### config.mk
export PLATFORM = sky130hd
export DESIGN_NAME = noc_run_ctrl
export DESIGN_NICKNAME = d
export VERILOG_FILES = /design/src/rtl/noc_run_ctrl_pkg.sv /design/src/rtl/noc_sat_counter.sv /design/src/rtl/noc_run_ctrl.sv
export SDC_FILE = /design/constraint.sdc
export NUM_CORES = 1
export LEC_CHECK = 0
export ABC_AREA = 1
export CORE_ASPECT_RATIO = 0.7
export CORE_MARGIN = 5
export CORE_UTILIZATION = 56
export DETAILED_ROUTE_END_ITERATION = 8
export PLACE_DENSITY_LB_ADDON = 0.08
export SYNTH_ARGS = -nofsm -noshare
export SYNTH_HDL_FRONTEND = slang
export SYNTH_SLANG_ARGS = --single-unit
### constraint.sdc
create_clock -name clk -period 4 [get_ports clk]
set_clock_uncertainty 0.15 [all_clocks]
set_input_delay 0.6 -clock clk [delete_from_list [all_inputs] [get_ports clk]]
set_output_delay 0.6 -clock clk [all_outputs]
set_load 0.02 [all_outputs]
### src/rtl/noc_run_ctrl_pkg.sv
// Shared definitions for the NoC run controller: phase encodings, error bit
// indices and the popcount helper used to count per-cycle packet events.
package noc_run_ctrl_pkg;

  typedef enum logic [2:0] {
    ST_IDLE   = 3'd0,
    ST_WARMUP = 3'd1,
    ST_RUN    = 3'd2,
    ST_DRAIN  = 3'd3,
    ST_DONE   = 3'd4
  } state_t;

  localparam int ERR_SAT   = 0;
  localparam int ERR_UNDER = 1;

  // Widest event vector popcount accepts; callers zero-extend narrower vectors.
  localparam int POP_MAX = 256;
  localparam int POP_W   = 9;

  function automatic logic [POP_W-1:0] popcount(input logic [POP_MAX-1:0] v);
    logic [POP_W-1:0] c;
    c = '0;
    for (int i = 0; i < POP_MAX; i++) begin
      c = c + POP_W'(v[i]);
    end
    return c;
  endfunction

endpackage

### src/rtl/noc_sat_counter.sv
// Saturating up-counter with synchronous clear and a sticky saturation flag.
// Used for the global packet/cycle counters and the optional per-node counters.
module noc_sat_counter #(
  parameter int W  = 32,
  parameter int AW = 9
) (
  input  logic          clk,
  input  logic          a_rst,
  input  logic          clr,
  input  logic          en,
  input  logic [AW-1:0] add,
  output logic [W-1:0]  cnt,
  output logic          sat
);

  localparam int SW = W + AW;

  logic [SW-1:0] sum;
  logic          over;

  assign sum  = SW'(cnt) + SW'(add);
  assign over = |sum[SW-1:W];

  always_ff @(posedge clk or negedge a_rst) begin
    if (!a_rst) begin
      cnt <= '0;
      sat <= 1'b0;
    end else if (clr) begin
      cnt <= '0;
      sat <= 1'b0;
    end else if (en) begin
      if (over) begin
        cnt <= '1;
        sat <= 1'b1;
      end else begin
        cnt <= sum[W-1:0];
      end
    end
  end

endmodule

### src/rtl/noc_run_ctrl.sv
// Run controller for NoC traffic experiments: WARMUP/RUN/DRAIN gating, packet
// statistics and drain completion. Define NOC_RUN_CTRL_PERNODE_EN for per-node counters.
module noc_run_ctrl
  import noc_run_ctrl_pkg::*;
#(
  parameter int NODES_NUM   = 16,
  parameter int ADDR_SIZE   = 4,
  parameter int CNT_W       = 32,
  parameter int WARMUP_CLKS = 100,
  parameter int RUN_CLKS    = 10000,
  parameter int DRAIN_CLKS  = 2000
) (
  input  logic                 clk,
  input  logic                 a_rst,
  input  logic                 start,
  input  logic [NODES_NUM-1:0] tx_pack_v,
  input  logic [NODES_NUM-1:0] rx_pack_v,
  input  logic [ADDR_SIZE-1:0] stat_sel,
  output logic [NODES_NUM-1:0] gen_en,
  output logic                 busy,
  output logic                 done,
  output logic                 timeout,
  output logic [1:0]           err,
  output logic [CNT_W-1:0]     total_tx,
  output logic [CNT_W-1:0]     total_rx,
  output logic [CNT_W-1:0]     run_cycles,
  output logic [CNT_W-1:0]     stat_tx,
  output logic [CNT_W-1:0]     stat_rx
);

  localparam int OW = CNT_W + POP_W;

  state_t             state_q, state_d;
  logic [31:0]        phase_q;
  logic               start_acc;
  logic               drain_to;
  logic               measure;
  logic [POP_W-1:0]   tx_cnt, rx_cnt;
  logic [CNT_W-1:0]   outstanding, out_d;
  logic [OW-1:0]      out_up, out_diff;
  logic               out_under, out_over;
  logic [1:0]         err_q;
  logic               tx_sat, rx_sat, rc_sat, pn_sat;

  // True on the last cycle of a phase lasting n cycles (zero-length counts as one).
  function automatic logic phase_end(input logic [31:0] ph, input int n);
    return ({1'b0, ph} + 33'd1) >= 33'(n);
  endfunction

  assign tx_cnt  = popcount(POP_MAX'(tx_pack_v));
  assign rx_cnt  = popcount(POP_MAX'(rx_pack_v));
  assign busy    = (state_q == ST_WARMUP) || (state_q == ST_RUN) || (state_q == ST_DRAIN);
  assign done    = (state_q == ST_DONE);
  assign measure = (state_q == ST_RUN) || (state_q == ST_DRAIN);

  always_comb begin
    state_d   = state_q;
    start_acc = 1'b0;
    drain_to  = 1'b0;
    case (state_q)
      ST_IDLE, ST_DONE: begin
        if (start) begin
          start_acc = 1'b1;
          state_d   = (WARMUP_CLKS == 0) ? ST_RUN : ST_WARMUP;
        end
      end
      ST_WARMUP: if (phase_end(phase_q, WARMUP_CLKS)) state_d = ST_RUN;
      ST_RUN:    if (phase_end(phase_q, RUN_CLKS)) state_d = ST_DRAIN;
      ST_DRAIN: begin
        // An empty fabric wins over a coincident drain timeout.
        if (outstanding == '0) begin
          state_d = ST_DONE;
        end else if (phase_end(phase_q, DRAIN_CLKS)) begin
          state_d  = ST_DONE;
          drain_to = 1'b1;
        end
      end
      default: state_d = ST_IDLE;
    endcase
  end

  // Outstanding packets net injections against consumptions in the same cycle.
  assign out_up   = OW'(outstanding) + OW'(tx_cnt);
  assign out_diff = out_up - OW'(rx_cnt);

  always_comb begin
    out_d     = outstanding;
    out_under = 1'b0;
    out_over  = 1'b0;
    if (out_up < OW'(rx_cnt)) begin
      out_d     = '0;
      out_under = 1'b1;
    end else if (|out_diff[OW-1:CNT_W]) begin
      out_d    = '1;
      out_over = 1'b1;
    end else begin
      out_d = out_diff[CNT_W-1:0];
    end
  end

  always_ff @(posedge clk or negedge a_rst) begin
    if (!a_rst) begin
      state_q     <= ST_IDLE;
      phase_q     <= '0;
      gen_en      <= '0;
      timeout     <= 1'b0;
      err_q       <= '0;
      outstanding <= '0;
    end else begin
      state_q <= state_d;
      if (state_d != state_q) begin
        phase_q <= '0;
      end else if (busy) begin
        phase_q <= phase_q + 32'd1;
      end
      gen_en <= ((state_d == ST_WARMUP) || (state_d == ST_RUN)) ? '1 : '0;
      if (start_acc) begin
        timeout     <= 1'b0;
        err_q       <= '0;
        outstanding <= '0;
      end else begin
        if (drain_to) timeout <= 1'b1;
        if (busy) begin
          outstanding <= out_d;
          if (out_under) err_q[ERR_UNDER] <= 1'b1;
          if (out_over)  err_q[ERR_SAT]   <= 1'b1;
        end
      end
    end
  end

  noc_sat_counter #(.W(CNT_W), .AW(POP_W)) u_total_tx (
    .clk(clk), .a_rst(a_rst), .clr(start_acc), .en(measure),
    .add(tx_cnt), .cnt(total_tx), .sat(tx_sat)
  );

  noc_sat_counter #(.W(CNT_W), .AW(POP_W)) u_total_rx (
    .clk(clk), .a_rst(a_rst), .clr(start_acc), .en(measure),
    .add(rx_cnt), .cnt(total_rx), .sat(rx_sat)
  );

  noc_sat_counter #(.W(CNT_W), .AW(POP_W)) u_run_cycles (
    .clk(clk), .a_rst(a_rst), .clr(start_acc), .en(measure),
    .add(POP_W'(1)), .cnt(run_cycles), .sat(rc_sat)
  );

  always_comb begin
    err            = '0;
    err[ERR_UNDER] = err_q[ERR_UNDER];
    err[ERR_SAT]   = err_q[ERR_SAT] | tx_sat | rx_sat | rc_sat | pn_sat;
  end

`ifdef NOC_RUN_CTRL_PERNODE_EN
  logic [CNT_W-1:0]     node_tx [NODES_NUM];
  logic [CNT_W-1:0]     node_rx [NODES_NUM];
  logic [NODES_NUM-1:0] node_tx_sat, node_rx_sat;
  logic [CNT_W-1:0]     sel_tx, sel_rx;

  for (genvar n = 0; n < NODES_NUM; n++) begin : g_node
    noc_sat_counter #(.W(CNT_W), .AW(1)) u_tx (
      .clk(clk), .a_rst(a_rst), .clr(start_acc), .en(measure),
      .add(tx_pack_v[n]), .cnt(node_tx[n]), .sat(node_tx_sat[n])
    );
    noc_sat_counter #(.W(CNT_W), .AW(1)) u_rx (
      .clk(clk), .a_rst(a_rst), .clr(start_acc), .en(measure),
      .add(rx_pack_v[n]), .cnt(node_rx[n]), .sat(node_rx_sat[n])
    );
  end

  // Indices past the last node match nothing and read back as zero.
  always_comb begin
    sel_tx = '0;
    sel_rx = '0;
    for (int n = 0; n < NODES_NUM; n++) begin
      if (stat_sel == ADDR_SIZE'(n)) begin
        sel_tx = node_tx[n];
        sel_rx = node_rx[n];
      end
    end
  end

  always_ff @(posedge clk or negedge a_rst) begin
    if (!a_rst) begin
      stat_tx <= '0;
      stat_rx <= '0;
    end else begin
      stat_tx <= sel_tx;
      stat_rx <= sel_rx;
    end
  end

  assign pn_sat = |{node_tx_sat, node_rx_sat};
`else
  logic unused_stat_sel;

  assign unused_stat_sel = ^stat_sel;
  assign stat_tx         = '0;
  assign stat_rx         = '0;
  assign pn_sat          = 1'b0;
`endif

endmodule

==> results.sh <==
export IMPL_holdWs_ns=-0.0117
export IMPL_start_util_pct=56.5
export IMPL_drt_iter0_drc=1601
export IMPL_rr_startpoint="outstanding[0]"
export IMPL_finalWirelength_um=48600
export IMPL_coreArea_um2=26500
export IMPL_num_vias=15800
export IMPL_die_w_um=205
export IMPL_cap_violations=0
export IMPL_violations="negative hold slack, negative setup slack"
export IMPL_tritoncts="built"
export IMPL_slowest_stage="fa_1"
export IMPL_syn_cell_area_um2=15000
export IMPL_drt_first_pass_iters=5
export IMPL_stdcell_area_um2=19800
export IMPL_detail_route_antenna_nets=0
export IMPL_vdd_drop_max_uv=710
export IMPL_clock_latency_ns=0.45
export IMPL_cp_slowest_stage_delay_ns=0.57
export IMPL_synth_cell_type_count=54
export IMPL_worst_setup_path_end_kind="flop"
export IMPL_synth_edf_count=0
export IMPL_hpwl_um=34800
export IMPL_startpoint_type="input port"
export IMPL_ios=220
export IMPL_viasPerCell=5.36
export IMPL_die_y_um=147
export IMPL_io_buffers=151
export IMPL_synthCells=2221
export IMPL_grt_pass1_vias=14900
export IMPL_die_area_um2=30200
export IMPL_setup_worst_path_end="outstanding[0]"
export IMPL_path_max_fanout=5
export IMPL_hold_violations=3
export IMPL_place_congestion=0.945
export IMPL_final_max_slew_violation_count=0
export IMPL_drive_gt1_share_pct=23.5
export IMPL_antenna_cells=0
export IMPL_layout_setup_ws_ns=-2.08
export IMPL_ys_warnings_count=0
export IMPL_grt_usage_pct=31.2
export IMPL_synth_seq_cells=170
export IMPL_grt_pass1_wl_um=76700
export IMPL_finalCritPeriodShare_pct=152
export IMPL_setup_worst_path_start="tx_pack_v[13]"
export IMPL_cts_buffers=17
export IMPL_rsz0062_at_grt="true"
export IMPL_fmax_mhz=165
export IMPL_grt_max_degree=74
export IMPL_overflow=0
export IMPL_numClockSinks=170
export IMPL_ys_seq_area_share_pct=28.4
export IMPL_tightest_slew_ns=1.09
export IMPL_maxSlewHeadroom_pct=27.1
export IMPL_antenna_found_initial=0
export IMPL_syn_area_per_cell_um2=6.74
export IMPL_row_count=50
export IMPL_r2r_end="outstanding[23]"
export IMPL_reg2reg_setup_slack_ns=0.41
export IMPL_root_buffer="clkbuf_16"
export IMPL_hp_class="input port to async pin"
export IMPL_post_route_util_pct=74.5
export IMPL_crit_required_ns=4.18
export IMPL_postSynth_asyncResetShare_pct=100
export IMPL_nNetsFinal=2667
export IMPL_criticalPathCategory="input port to flop"
export IMPL_clk_path_buf_depth=2
export IMPL_status="finished, violations left"
export IMPL_place_area_um2=18000
export IMPL_crit_top_cell="fa_1"
export IMPL_htreeDepth=4
export IMPL_setup_viol=100
export IMPL_area_delta_synth_final_pct=31.9
export IMPL_wl_per_cell_um=16.5
export IMPL_clk_pin_slew_ns=0.07
export IMPL_p_per_area_nw_per_um2=846
export IMPL_p_leak_nw=9.48
export IMPL_r2r_cells=20
export IMPL_synthFlopType="dfrtp_1"
export IMPL_drc=0
export IMPL_cp_arrival_ns=6.26
export IMPL_period_minus_slack_ns=6.08
## layout make-up
class	count	area (um2)
multi-input cells	1679	9860
fillers	2078	6760
flip-flops and latches	170	4250
repair buffers	387	3400
inverters	316	1220
clock buffers	24	492
well taps	364	455
clock inverters	8	82.6
## per-layer routing
| layer | track usage (%) | part of all wire [%] | vias up |
|---|---|---|---|
| met5 | 0 | 0 | - |
| met1 | 46.0 | 44 | 7348 |
| met2 | 46.6 | 45 | 725 |
| met4 | 8.50 | 2.2 | 0 |
| met3 | 6.75 | 8.9 | 86 |
| li1 | - | - | 7633 |
## cell usage after synthesis, types with 4 or more instances
cell / n / share of area [%]
nand4_1: 39 / 1.6
nor4_1: 23 / 0.96
xor2_1: 61 / 3.6
nand3_2: 26 / 1.7
clkbuf_1: 31 / 0.78
o21ai_0: 128 / 4.3
a22o_1: 5 / 0.29
a21oi_1: 40 / 1.3
xnor2_1: 15 / 0.88
dfrtp_1: 170 / 28
nor3_1: 50 / 1.7
inv_2: 12 / 0.30
nand3_1: 144 / 4.8
buf_2: 5 / 0.17
nor2_4: 39 / 2.9
buf_4: 80 / 4.0
o211ai_1: 11 / 0.55
nand2_2: 22 / 0.92
o22ai_1: 11 / 0.46
nand2_1: 635 / 16
inv_1: 303 / 7.6
nor2_2: 14 / 0.58
nor2_1: 227 / 5.7
a21o_1: 8 / 0.40
or2_2: 6 / 0.25
o221ai_1: 7 / 0.41
nand2_4: 4 / 0.30
nand3b_1: 8 / 0.40
ha_1: 33 / 2.8
fa_1: 24 / 3.2
## sequential cells by signal, indices dropped and copies added (netlist names)
| signal | count |
|---|---|
| err_q | 2 |
| gen_en | 1 |
| outstanding | 32 |
| phase_q | 32 |
| state_q | 3 |
| timeout | 1 |
| u_run_cycles.cnt | 32 |
| u_run_cycles.sat | 1 |
| u_total_rx.cnt | 32 |
| u_total_rx.sat | 1 |
| u_total_tx.cnt | 32 |
| u_total_tx.sat | 1 |
## critical path, delay by kind of cell
| kind | cells | cell delay, ns |
|---|---|---|
| compound gates | 3 | 0.45 |
| fa+ha+maj | 8 | 3.23 |
| simple gates | 10 | 1.13 |
| xor+xnor | 2 | 0.39 |
| buf+inv | 6 | 0.44 |
## power by group
part           leakage (nW)  internal [mW]  switching, mW  total, mW
Sequential             2.31           2.21          0.694       2.91
Clock                 0.282          0.929          0.755       1.68
Combinational          6.89           5.45           6.67       12.1
## how the worst min path moves through the flow
stage / startpoint / to / slack [ns]
detailed placement: u_total_tx.sat / u_total_tx.sat / 0.35
finish: a_rst / phase_q[3] / -0.01
global placement: u_total_tx.sat / u_total_tx.sat / 0.35
global route: a_rst / phase_q[3] / 0.06
CTS: a_rst / phase_q[3] / 0.03
floorplan: a_rst / err_q[0] / 0.15
## placed cells by master (no fill, tap or decap), drive strengths merged, types with 4 or more instances in the layout
cell,synthesis,final
ha,33,33
buf,91,250
nor3,54,54
nor2,283,283
xor2,61,61
o21ai,132,132
inv,315,318
o211ai,11,11
clkbuf,31,28
nand3b,8,8
a22o,5,5
dfrtp,170,170
nand4,40,40
xnor2,15,15
a21oi,41,41
a21o,8,8
nor4,23,23
conb,1,64
o22ai,11,11
fa,24,24
o221ai,7,7
nand3,171,171
clkinv,1,4
clkdlybuf4s50,0,132
or2,6,9
nand2,661,661
## cell families (layout without fill, tap and decap cells)
| kind of cell | Yosys count | count (layout) | synth area share (%) |
|---|---|---|---|
| AOI/OAI and AO/OA | 227 | 227 | 8.65 |
| xor gates and xnor gates | 76 | 76 | 4.44 |
| adders and majority gates | 57 | 57 | 5.96 |
| buffers and inverters | 438 | 735 | 13.5 |
| DFF | 170 | 170 | 28.4 |
| muxes | 1 | 1 | 0.0668 |
| other | 1 | 64 | 0.0250 |
| and+or+nand+nor | 1251 | 1254 | 38.9 |
## metrics by stage
stage	cells	setup TNS (ns)	power [mW]	worst slack (ns)	hold WS (ns)
6_report	2948	-157.46	16.7	-2.08	-0.0117
2_1_floorplan	2284	-157.00	9.26	-2.13	0.154
4_1_cts	2932	-143.11	15.8	-1.87	0.0326
5_1_grt	2948	-175.52	17.9	-2.26	0.0587
3_5_place_dp	2856	-244.90	13.2	-2.97	0.355
3_3_place_gp	2856	-231.92	12.9	-2.83	0.346
## what timing repair did
item / 4_1_cts / 5_1_grt
hold buffers: 0 / 0
pin swaps: 75 / 57
setup buffers: 41 / 17
resized for setup: 182 / 87
endpoints found under the setup margin: 100 / 100
gates cloned: 4 / 0
Power figures use the tool's default switching activity.
